**src/rtl/reg_bank_16xn_pkg.sv**
```systemverilog
// -----------------------------------------------------------------------------
// reg_bank_16xn_pkg
// Shared definitions for the 16-entry register bank: bank geometry, the
// clear-sequencer state encoding and the register reset value.
// -----------------------------------------------------------------------------
package reg_bank_16xn_pkg;

   localparam int unsigned NREGS = 16;
   localparam int unsigned AW    = 4;

   typedef enum logic [0:0] {
      StIdle,
      StClear
   } clr_state_e;

   // Every register bit resets (and clears) to this value; replicate to width.
   localparam logic RegRstBit = 1'b0;

endpackage

```
**src/rtl/mux16x1N.sv**
```systemverilog
// -----------------------------------------------------------------------------
// mux16x1N
// 16:1 multiplexer, N bits wide, purely combinational.
// Ports:
//   i_d   - 16 packed N-bit inputs, input k at bits [k*N +: N]
//   i_sel - 4-bit input select
//   o_y   - selected N-bit input
// -----------------------------------------------------------------------------
module mux16x1N #(
   parameter int unsigned N = 8
) (
   input  logic [16*N-1:0] i_d,
   input  logic [3:0]      i_sel,
   output logic [N-1:0]    o_y
);

   logic [N-1:0] w_in [16];

   for (genvar g = 0; g < 16; g++) begin : g_unpack
      assign w_in[g] = i_d[g*N +: N];
   end

   assign o_y = w_in[i_sel];

endmodule

```
**src/rtl/reg_bank_clr_fsm.sv**
```systemverilog
// -----------------------------------------------------------------------------
// reg_bank_clr_fsm
// Clear-all sequencer: on a start pulse in idle, walks a 4-bit index from 0
// to 15, one register per cycle, then returns to idle.
// Ports:
//   i_clk, i_rst - clock and asynchronous active-high reset
//   i_clr_req    - start pulse, ignored while a sequence is running
//   o_busy       - high while the sequence runs (exactly 16 cycles)
//   o_clr_en     - zero register o_clr_idx at the next rising edge
//   o_clr_idx    - index of the register being cleared this cycle
// -----------------------------------------------------------------------------
module reg_bank_clr_fsm
   import reg_bank_16xn_pkg::*;
(
   input  logic          i_clk,
   input  logic          i_rst,
   input  logic          i_clr_req,
   output logic          o_busy,
   output logic          o_clr_en,
   output logic [AW-1:0] o_clr_idx
);

   clr_state_e    r_state;
   clr_state_e    w_state_next;
   logic [AW-1:0] r_cnt;
   logic [AW-1:0] w_cnt_next;

   always_ff @(posedge i_clk or posedge i_rst) begin
      if (i_rst) begin
         r_state <= StIdle;
         r_cnt   <= '0;
      end else begin
         r_state <= w_state_next;
         r_cnt   <= w_cnt_next;
      end
   end

   always_comb begin
      w_state_next = r_state;
      w_cnt_next   = r_cnt;
      unique case (r_state)
         StIdle: begin
            if (i_clr_req) begin
               w_state_next = StClear;
               w_cnt_next   = '0;
            end
         end
         StClear: begin
            // Leaving on the last index keeps the counter from ever wrapping
            // inside the sequence.
            if (r_cnt == AW'(NREGS - 1)) begin
               w_state_next = StIdle;
               w_cnt_next   = '0;
            end else begin
               w_cnt_next = r_cnt + 4'd1;
            end
         end
         default: begin
            w_state_next = StIdle;
            w_cnt_next   = '0;
         end
      endcase
   end

   assign o_busy    = (r_state == StClear);
   assign o_clr_en  = o_busy;
   assign o_clr_idx = r_cnt;

endmodule

```
**src/rtl/reg_bank_16xn.sv**
```systemverilog
// -----------------------------------------------------------------------------
// reg_bank_16xn
// 16 x N register bank with one synchronous write port and two registered
// read ports, write-first bypass, optional hardwired-zero R0 and a sequenced
// clear-all engine.
// Ports:
//   i_clk, i_rst         - clock and asynchronous active-high reset
//   i_we, i_waddr,
//   i_wdata              - write port; dropped while busy, on a clear start,
//                          or to R0 when ZERO_R0 is set
//   i_raddr_a, i_raddr_b - read indices, sampled at the rising edge
//   o_rdata_a, o_rdata_b - registered read data (1-cycle latency)
//   i_clr_req            - pulse to start clearing all registers
//   o_busy               - high while the clear sequence runs
// -----------------------------------------------------------------------------
module reg_bank_16xn
   import reg_bank_16xn_pkg::*;
#(
   parameter int unsigned N       = 8,
   parameter bit          ZERO_R0 = 1'b1
) (
   input  logic          i_clk,
   input  logic          i_rst,
   input  logic          i_we,
   input  logic [AW-1:0] i_waddr,
   input  logic [N-1:0]  i_wdata,
   input  logic [AW-1:0] i_raddr_a,
   input  logic [AW-1:0] i_raddr_b,
   output logic [N-1:0]  o_rdata_a,
   output logic [N-1:0]  o_rdata_b,
   input  logic          i_clr_req,
   output logic          o_busy
);

   logic [N-1:0]       r_regs [NREGS];
   logic [N-1:0]       r_rdata_a;
   logic [N-1:0]       r_rdata_b;
   logic [NREGS*N-1:0] w_regs_flat;
   logic [N-1:0]       w_mux_a;
   logic [N-1:0]       w_mux_b;
   logic [N-1:0]       w_sel_a;
   logic [N-1:0]       w_sel_b;
   logic               w_busy;
   logic               w_clr_en;
   logic [AW-1:0]      w_clr_idx;
   logic               w_wr_acc;

   reg_bank_clr_fsm u_clr_fsm (
      .i_clk     (i_clk),
      .i_rst     (i_rst),
      .i_clr_req (i_clr_req),
      .o_busy    (w_busy),
      .o_clr_en  (w_clr_en),
      .o_clr_idx (w_clr_idx)
   );

   // A clear request in idle takes priority over a simultaneous write.
   assign w_wr_acc = i_we && !w_busy && !i_clr_req && !(ZERO_R0 && (i_waddr == '0));

   always_ff @(posedge i_clk or posedge i_rst) begin
      if (i_rst) begin
         for (int i = 0; i < NREGS; i++) begin
            r_regs[i] <= {N{RegRstBit}};
         end
      end else begin
         for (int i = 0; i < NREGS; i++) begin
            if (w_clr_en && (w_clr_idx == AW'(i))) begin
               r_regs[i] <= {N{RegRstBit}};
            end else if (w_wr_acc && (i_waddr == AW'(i))) begin
               r_regs[i] <= i_wdata;
            end
         end
      end
   end

   for (genvar g = 0; g < NREGS; g++) begin : g_flat
      assign w_regs_flat[g*N +: N] = r_regs[g];
   end

   mux16x1N #(
      .N (N)
   ) u_mux_a (
      .i_d   (w_regs_flat),
      .i_sel (i_raddr_a),
      .o_y   (w_mux_a)
   );

   mux16x1N #(
      .N (N)
   ) u_mux_b (
      .i_d   (w_regs_flat),
      .i_sel (i_raddr_b),
      .o_y   (w_mux_b)
   );

   // Zero-R0 override sits after bypass so it always wins.
   always_comb begin
      w_sel_a = w_mux_a;
      if (w_wr_acc && (i_waddr == i_raddr_a)) w_sel_a = i_wdata;
      if (ZERO_R0 && (i_raddr_a == '0))       w_sel_a = '0;
      w_sel_b = w_mux_b;
      if (w_wr_acc && (i_waddr == i_raddr_b)) w_sel_b = i_wdata;
      if (ZERO_R0 && (i_raddr_b == '0))       w_sel_b = '0;
   end

   always_ff @(posedge i_clk or posedge i_rst) begin
      if (i_rst) begin
         r_rdata_a <= '0;
         r_rdata_b <= '0;
      end else begin
         r_rdata_a <= w_sel_a;
         r_rdata_b <= w_sel_b;
      end
   end

   assign o_rdata_a = r_rdata_a;
   assign o_rdata_b = r_rdata_b;
   assign o_busy    = w_busy;

endmodule

```
**config.mk**
```make
export PLATFORM = sky130hd
export DESIGN_NAME = reg_bank_16xn
export DESIGN_NICKNAME = d
export VERILOG_FILES = /design/src/rtl/reg_bank_16xn_pkg.sv /design/src/rtl/mux16x1N.sv /design/src/rtl/reg_bank_clr_fsm.sv /design/src/rtl/reg_bank_16xn.sv
export SDC_FILE = /design/constraint.sdc
export NUM_CORES = 1
export LEC_CHECK = 0
export CORE_ASPECT_RATIO = 1.2
export CORE_UTILIZATION = 63
export DETAILED_ROUTE_END_ITERATION = 16
export PLACE_DENSITY = 0.83
export SYNTH_ARGS = -nofsm -noshare
export SYNTH_HDL_FRONTEND = slang
export SYNTH_SLANG_ARGS = --single-unit
```
**constraint.sdc**
```tcl
create_clock -name i_clk -period 7.95 [get_ports i_clk]
set_clock_uncertainty 0.05 [all_clocks]
set_input_delay 1.9875 -clock i_clk [delete_from_list [all_inputs] [get_ports i_clk]]
set_output_delay 1.9875 -clock i_clk [all_outputs]
set_load 0.02 [all_outputs]
```
==> results.txt, run 1 <==
post-synthesis cell type count = 43
Hold Path Depth = 1
initial antenna violation count = 0
CTS tree = yes
multi-input logic area = 3930 µm²
arrival time at the worst endpoint = 5150 ps
Core Region = 12200 µm²
CTS Sinks = 149
WL final = 25.6 mm
DIE AREA = 13200 µm²
Buf/Inv on CP = 1
gr busiest metal = met2
most frequent cells in the layout = dfrtp_1, a22o_1, mux2i_1
vias in the first global route = 6413
post-synthesis mux area share = 19.3%
Hold Fails Final Rpt = 0
fin util = 73.6%
max-slew violations = 0
slowest stage cell, crit path = clkdlybuf4s50_1
Avg WL per Cell = 29.7 µm
Min-Delay Path Class = register to register
max_slew headroom = 17.1%
syn_nets = 715
H-tree depth reported by CTS = 4
Hold Path End = r_regs[54]
clk buf depth = 2
total gr overflow = 0
All-Layer GR Usage = 40.6%
fmax = 203 MHz
Synth Area in Adders = 0.625%
Synth async-reset ratio = 100%
status = finished clean
largest family of logic cells by synthesized area = multiplexers
Reg-to-Reg End = r_regs[98]
worst stage delay on the critical path = 1070 ps
placed insts = 829
Worst R2R Setup Slack = 4830 ps
Die X = 105 µm
largest net degree at the start of global routing = 95
row cnt = 44
Mean Syn Cell Area = 11.7 µm²
gpl congestion = 1.05
DP HPWL = 16.7 mm
Critical Path End Type = register
Synth Instances = 687
Setup WS pre-CTS = 2910 ps
PostCTS Resize Cnt = 0
Iter 0 DRT Violations = 818
Pleak = 0.00405 µW
Peak VDD IR = 0.000218 V
Post-Syn Area = 8000 µm²
filler instances = 830
CTS root buf = clkbuf_16
DRC = 0
synth warn = 0
CTS clk-pin slew, worst paths = 60 ps
CTS Buf Count = 17
CP Class = input pin to register
post-route insts no fill = 861
register bit total from synthesis = 149
met2 usage = 57.4%
first-pass GRT wire length = 38.9 mm
Pre-antenna DRT Iters = 6
# Max-Cap Violations = 0
met3 Track Usage GR = 11.9%
Final period util = 62.0%
setup TNS = 0 ps
Antenna Cells = 0
Reg area = 3730 µm²
starting density of the core = 65.5%
Post-Synth XOR/XNOR Area = 0.875%
Crit path max-delay family = compound AO/OA/AOI/OAI gates
crit path time final = 4930 ps
commonest non-fill, non-tap cell in the layout = dfrtp_1
setup bufs post-CTS = 0
Nets = 715
Worst setup SP type = input pin
Hold-fix buffers, CTS = 0
Routed Antenna Nets = 0
post-synthesis compound-gate area fraction = 18.5%
Vias/cell = 7.72
Buffers on Ports = 40
pwr dens = 250 nW/µm²
Primary FF master, synth = dfrtp_1
crit-path cells = clkdlybuf4s50_1 > nand3b_1 > o22ai_1 > a2111oi_0 > a21oi_1
Least-Margin Pin Slew = 1240 ps
Power Total = 2250 µW
worst r2r src = u_clr_fsm.o_busy
sequential area share after synthesis = 46.6%
Worst Reg-to-Reg Cells = 4
grt met1 use = 54.8%
P&R area growth vs syn = 12.4%
final worst setup slack = 3020 ps
# setup viols final = 0
die height = 125 µm
Worst-Skew Late Latency = 440 ps
I/O pins = 41
RSZ-0062 raised after global routing = no
routed vias = 6651
share of cells above drive strength 1 = 13.9%
post-synthesis simple-gate area fraction = 9.63%
number of enable flip-flop cells after synthesis = 0
Hold Path Origin = r_regs[54]
critical path required time = 8170 ps
crit path max fanout = 21
-- worst max path at each step --
stage	startpoint	end	slack [ps]	cells past startpoint
finish	i_raddr_a[2]	o_rdata_a[5]	3020	5
global route	i_raddr_a[2]	o_rdata_a[5]	3120	5
CTS	i_raddr_a[2]	o_rdata_a[5]	3310	5
detailed placement	i_raddr_a[2]	o_rdata_a[5]	2910	5
global placement	i_raddr_a[2]	o_rdata_a[5]	3030	5
floorplan	i_rst	o_rdata_a[0]	1900	1
-- state kept, by name (all words and copies together) (netlist names) --
register / flops
u_clr_fsm.o_clr_idx: 4
u_clr_fsm.o_busy: 1
o_rdata_b: 8
r_regs: 128
o_rdata_a: 8
-- stage by stage --
stage          hold WS [ps]  area, µm²
3_5_place_dp            457       8340
2_1_floorplan           427       8000
3_3_place_gp            445       8340
4_1_cts                 473       8990
6_report                472       8990
5_1_grt                 490       8990
-- power by group --
| part | internal, µW | total [µW] | switching, µW |
|---|---|---|---|
| Sequential | 839 | 934 | 95.0 |
| Combinational | 170 | 438 | 268 |
| Clock | 549 | 878 | 328 |
-- worst register-to-register path: stages, from the launching register on --
cell,delay [ps]
dfrtp_1,650
nand4bb_1,640
nor4_2,980
a31oi_1,390
a22o_1,290
-- cells by family after synthesis --
logic type / count (synthesis)
xor+xnor: 8
fa+ha+maj: 4
mux: 114
flops: 149
buf+inv: 79
simple gates: 132
compound gates: 201
-- synthesized netlist by cell type, types with 8 or more instances --
| cell type | instances | area (µm²) |
|---|---|---|
| a211oi_1 | 9 | 67.6 |
| a21oi_1 | 10 | 50.1 |
| a22o_1 | 80 | 701 |
| a31oi_1 | 15 | 93.8 |
| and3_1 | 8 | 50.1 |
| buf_1 | 13 | 48.8 |
| buf_2 | 22 | 110 |
| clkbuf_1 | 26 | 97.6 |
| dfrtp_1 | 149 | 3730 |
| inv_1 | 13 | 48.8 |
| mux2i_1 | 80 | 801 |
| mux4_2 | 32 | 721 |
| nand2_1 | 24 | 90.1 |
| nand3_1 | 26 | 130 |
| nor2_1 | 22 | 82.6 |
| nor2b_1 | 13 | 81.3 |
| o21ai_0 | 20 | 100 |
| o21ai_1 | 8 | 40.0 |
| o22ai_1 | 32 | 200 |
| o31ai_1 | 17 | 128 |
| xnor2_1 | 8 | 70.1 |
-- routing by layer --
layer / vias up / wire length (µm)
met4: 0 / 1820
met1: 3257 / 9170
met3: 130 / 3520
met5: - / 0
met2: 614 / 11100
li1: 2650 / -
-- layout make-up --
| type | instances | area share [%] |
|---|---|---|
| multi-input cells | 459 | 43.7 |
| flip-flops and latches | 149 | 41.5 |
| clock buffers | 20 | 5.19 |
| repair buffers | 47 | 4.92 |
| well taps | 161 | 2.24 |
| clock inverters | 12 | 1.95 |
| inverters | 13 | 0.598 |
No activity file was read; power rests on OpenSTA's default activity.
==> inputs of run 2 (changes only) <==
- CORE_UTILIZATION: 63 -> 55
- PLACE_DENSITY: 0.83 -> 0.77
- clock period: 7.95 -> 4.3 ns (I/O delays scaled with it)
==> run 2 against run 1 <==
Against the previous run: the flow now finishes with violations (DRC); final cell count is 3.0% higher; register-to-register slack worse by 3400 ps; die area up 14%; first-iteration DRC count decreased by 27%; power up 79%; sequential power increased by 85%; clock power is 70% higher; largest power group unchanged.
==> results.txt, run 2 (same netlist as run 1, synthesis figures left out) <==
DRC = 2
Hold Path End = r_regs[21]
Die X = 112 µm
Worst setup SP type = input pin
CTS clk-pin slew, worst paths = 60 ps
Antenna Cells = 0
# Max-Cap Violations = 0
Pleak = 0.00411 µW
CTS root buf = clkbuf_16
# setup viols final = 0
CTS tree = yes
max_slew headroom = 28.7%
H-tree depth reported by CTS = 4
share of cells above drive strength 1 = 15.6%
CTS Buf Count = 17
Routed Antenna Nets = 0
critical path required time = 4570 ps
Vias/cell = 7.14
Crit path max-delay family = simple AND/OR/NAND/NOR gates
pwr dens = 443 nW/µm²
Worst R2R Setup Slack = 1430 ps
CTS Sinks = 149
Avg WL per Cell = 28.6 µm
WL final = 25.4 mm
setup TNS = 0 ps
met3 Track Usage GR = 6.96%
Hold Path Origin = r_regs[21]
Pre-antenna DRT Iters = 12
Buf/Inv on CP = 1
first-pass GRT wire length = 38.7 mm
Final period util = 81.3%
arrival time at the worst endpoint = 3760 ps
gr busiest metal = met2
failing checks = DRC
PostCTS Resize Cnt = 0
Power Total = 4040 µW
initial antenna violation count = 1
I/O pins = 41
die height = 134 µm
DP HPWL = 17.9 mm
met2 usage = 56.6%
Critical Path End Type = register
Hold-fix buffers, CTS = 0
vias in the first global route = 6291
crit-path cells = clkdlybuf4s50_1 > nand4bb_1 > nor3_2 > a31oi_1 > a22o_1
Iter 0 DRT Violations = 599
commonest non-fill, non-tap cell in the layout = dfrtp_1
Worst-Skew Late Latency = 440 ps
routed vias = 6335
slowest stage cell, crit path = clkdlybuf4s50_1
RSZ-0062 raised after global routing = no
setup bufs post-CTS = 0
Least-Margin Pin Slew = 1070 ps
largest reg by FF count = r_regs
total gr overflow = 0
Nets = 731
Min-Delay Path Class = register to register
All-Layer GR Usage = 35.6%
Peak VDD IR = 0.000293 V
grt met1 use = 46.5%
P&R area growth vs syn = 13.8%
fmax = 286 MHz
row cnt = 47
largest net degree at the start of global routing = 48
Fin Hold WS = 472 ps
clk buf depth = 2
most frequent cells in the layout = dfrtp_1, a22o_1, mux2i_1
max-slew violations = 0
CP Class = input pin to register
Worst Reg-to-Reg Cells = 4
Reg-to-Reg End = r_regs[36]
worst stage delay on the critical path = 760 ps
Buffers on Ports = 40
starting density of the core = 57.2%
DIE AREA = 15000 µm²
status = finished with violations
Hold Path Depth = 1
worst r2r src = u_clr_fsm.o_busy
crit path max fanout = 9
gpl congestion = 0.938
Core Region = 14000 µm²
Hold Fails Final Rpt = 0
crit path time final = 3500 ps
max reg flops = 128
## run 2: metal layers
layer / wire [µm] / up-vias
li1: - / 2683
met1: 10000 / 3212
met2: 12100 / 372
met3: 1940 / 66
met4: 1290 / 2
met5: 13 / -
## run 2: area by class of cell
class	instances	area [µm²]
well taps	171	214
repair buffers	63	601
multi-input cells	459	3920
flip-flops and latches	149	3730
clock inverters	13	149
inverters	13	52.6
clock buffers	19	443
fillers	1082	4890
## run 2: report_power, final
part	switching [µW]	internal (µW)	total, µW	leakage [µW]
clock network	611	875	1490	0.000280
logic	486	330	815	0.00177
registers	182	1550	1730	0.00206
## run 2: worst max path at each step
stage	from	endpoint	slack (ps)	cells after the start
global placement	i_waddr[0]	r_regs[85]	460	5
CTS	i_waddr[0]	r_regs[117]	930	5
global route	i_waddr[0]	r_regs[36]	750	5
detailed placement	i_waddr[0]	r_regs[117]	470	5
finish	i_waddr[0]	r_regs[36]	800	5
floorplan	i_rst	o_rdata_a[0]	1300	1
## run 2: per-stage QoR
| stage | cell area [µm²] | worst slack, ps | std cells | utilization [%] |
|---|---|---|---|---|
| after floorplan | 8010 | 1300 | 687 | - |
| after global placement | 8510 | 463 | 855 | 60.8 |
| after detailed placement | 8510 | 468 | 855 | 60.8 |
| after CTS | 9100 | 926 | 887 | 65.1 |
| after global routing | 9100 | 748 | 887 | 65.1 |
| final | 9100 | 803 | 887 | 65.1 |
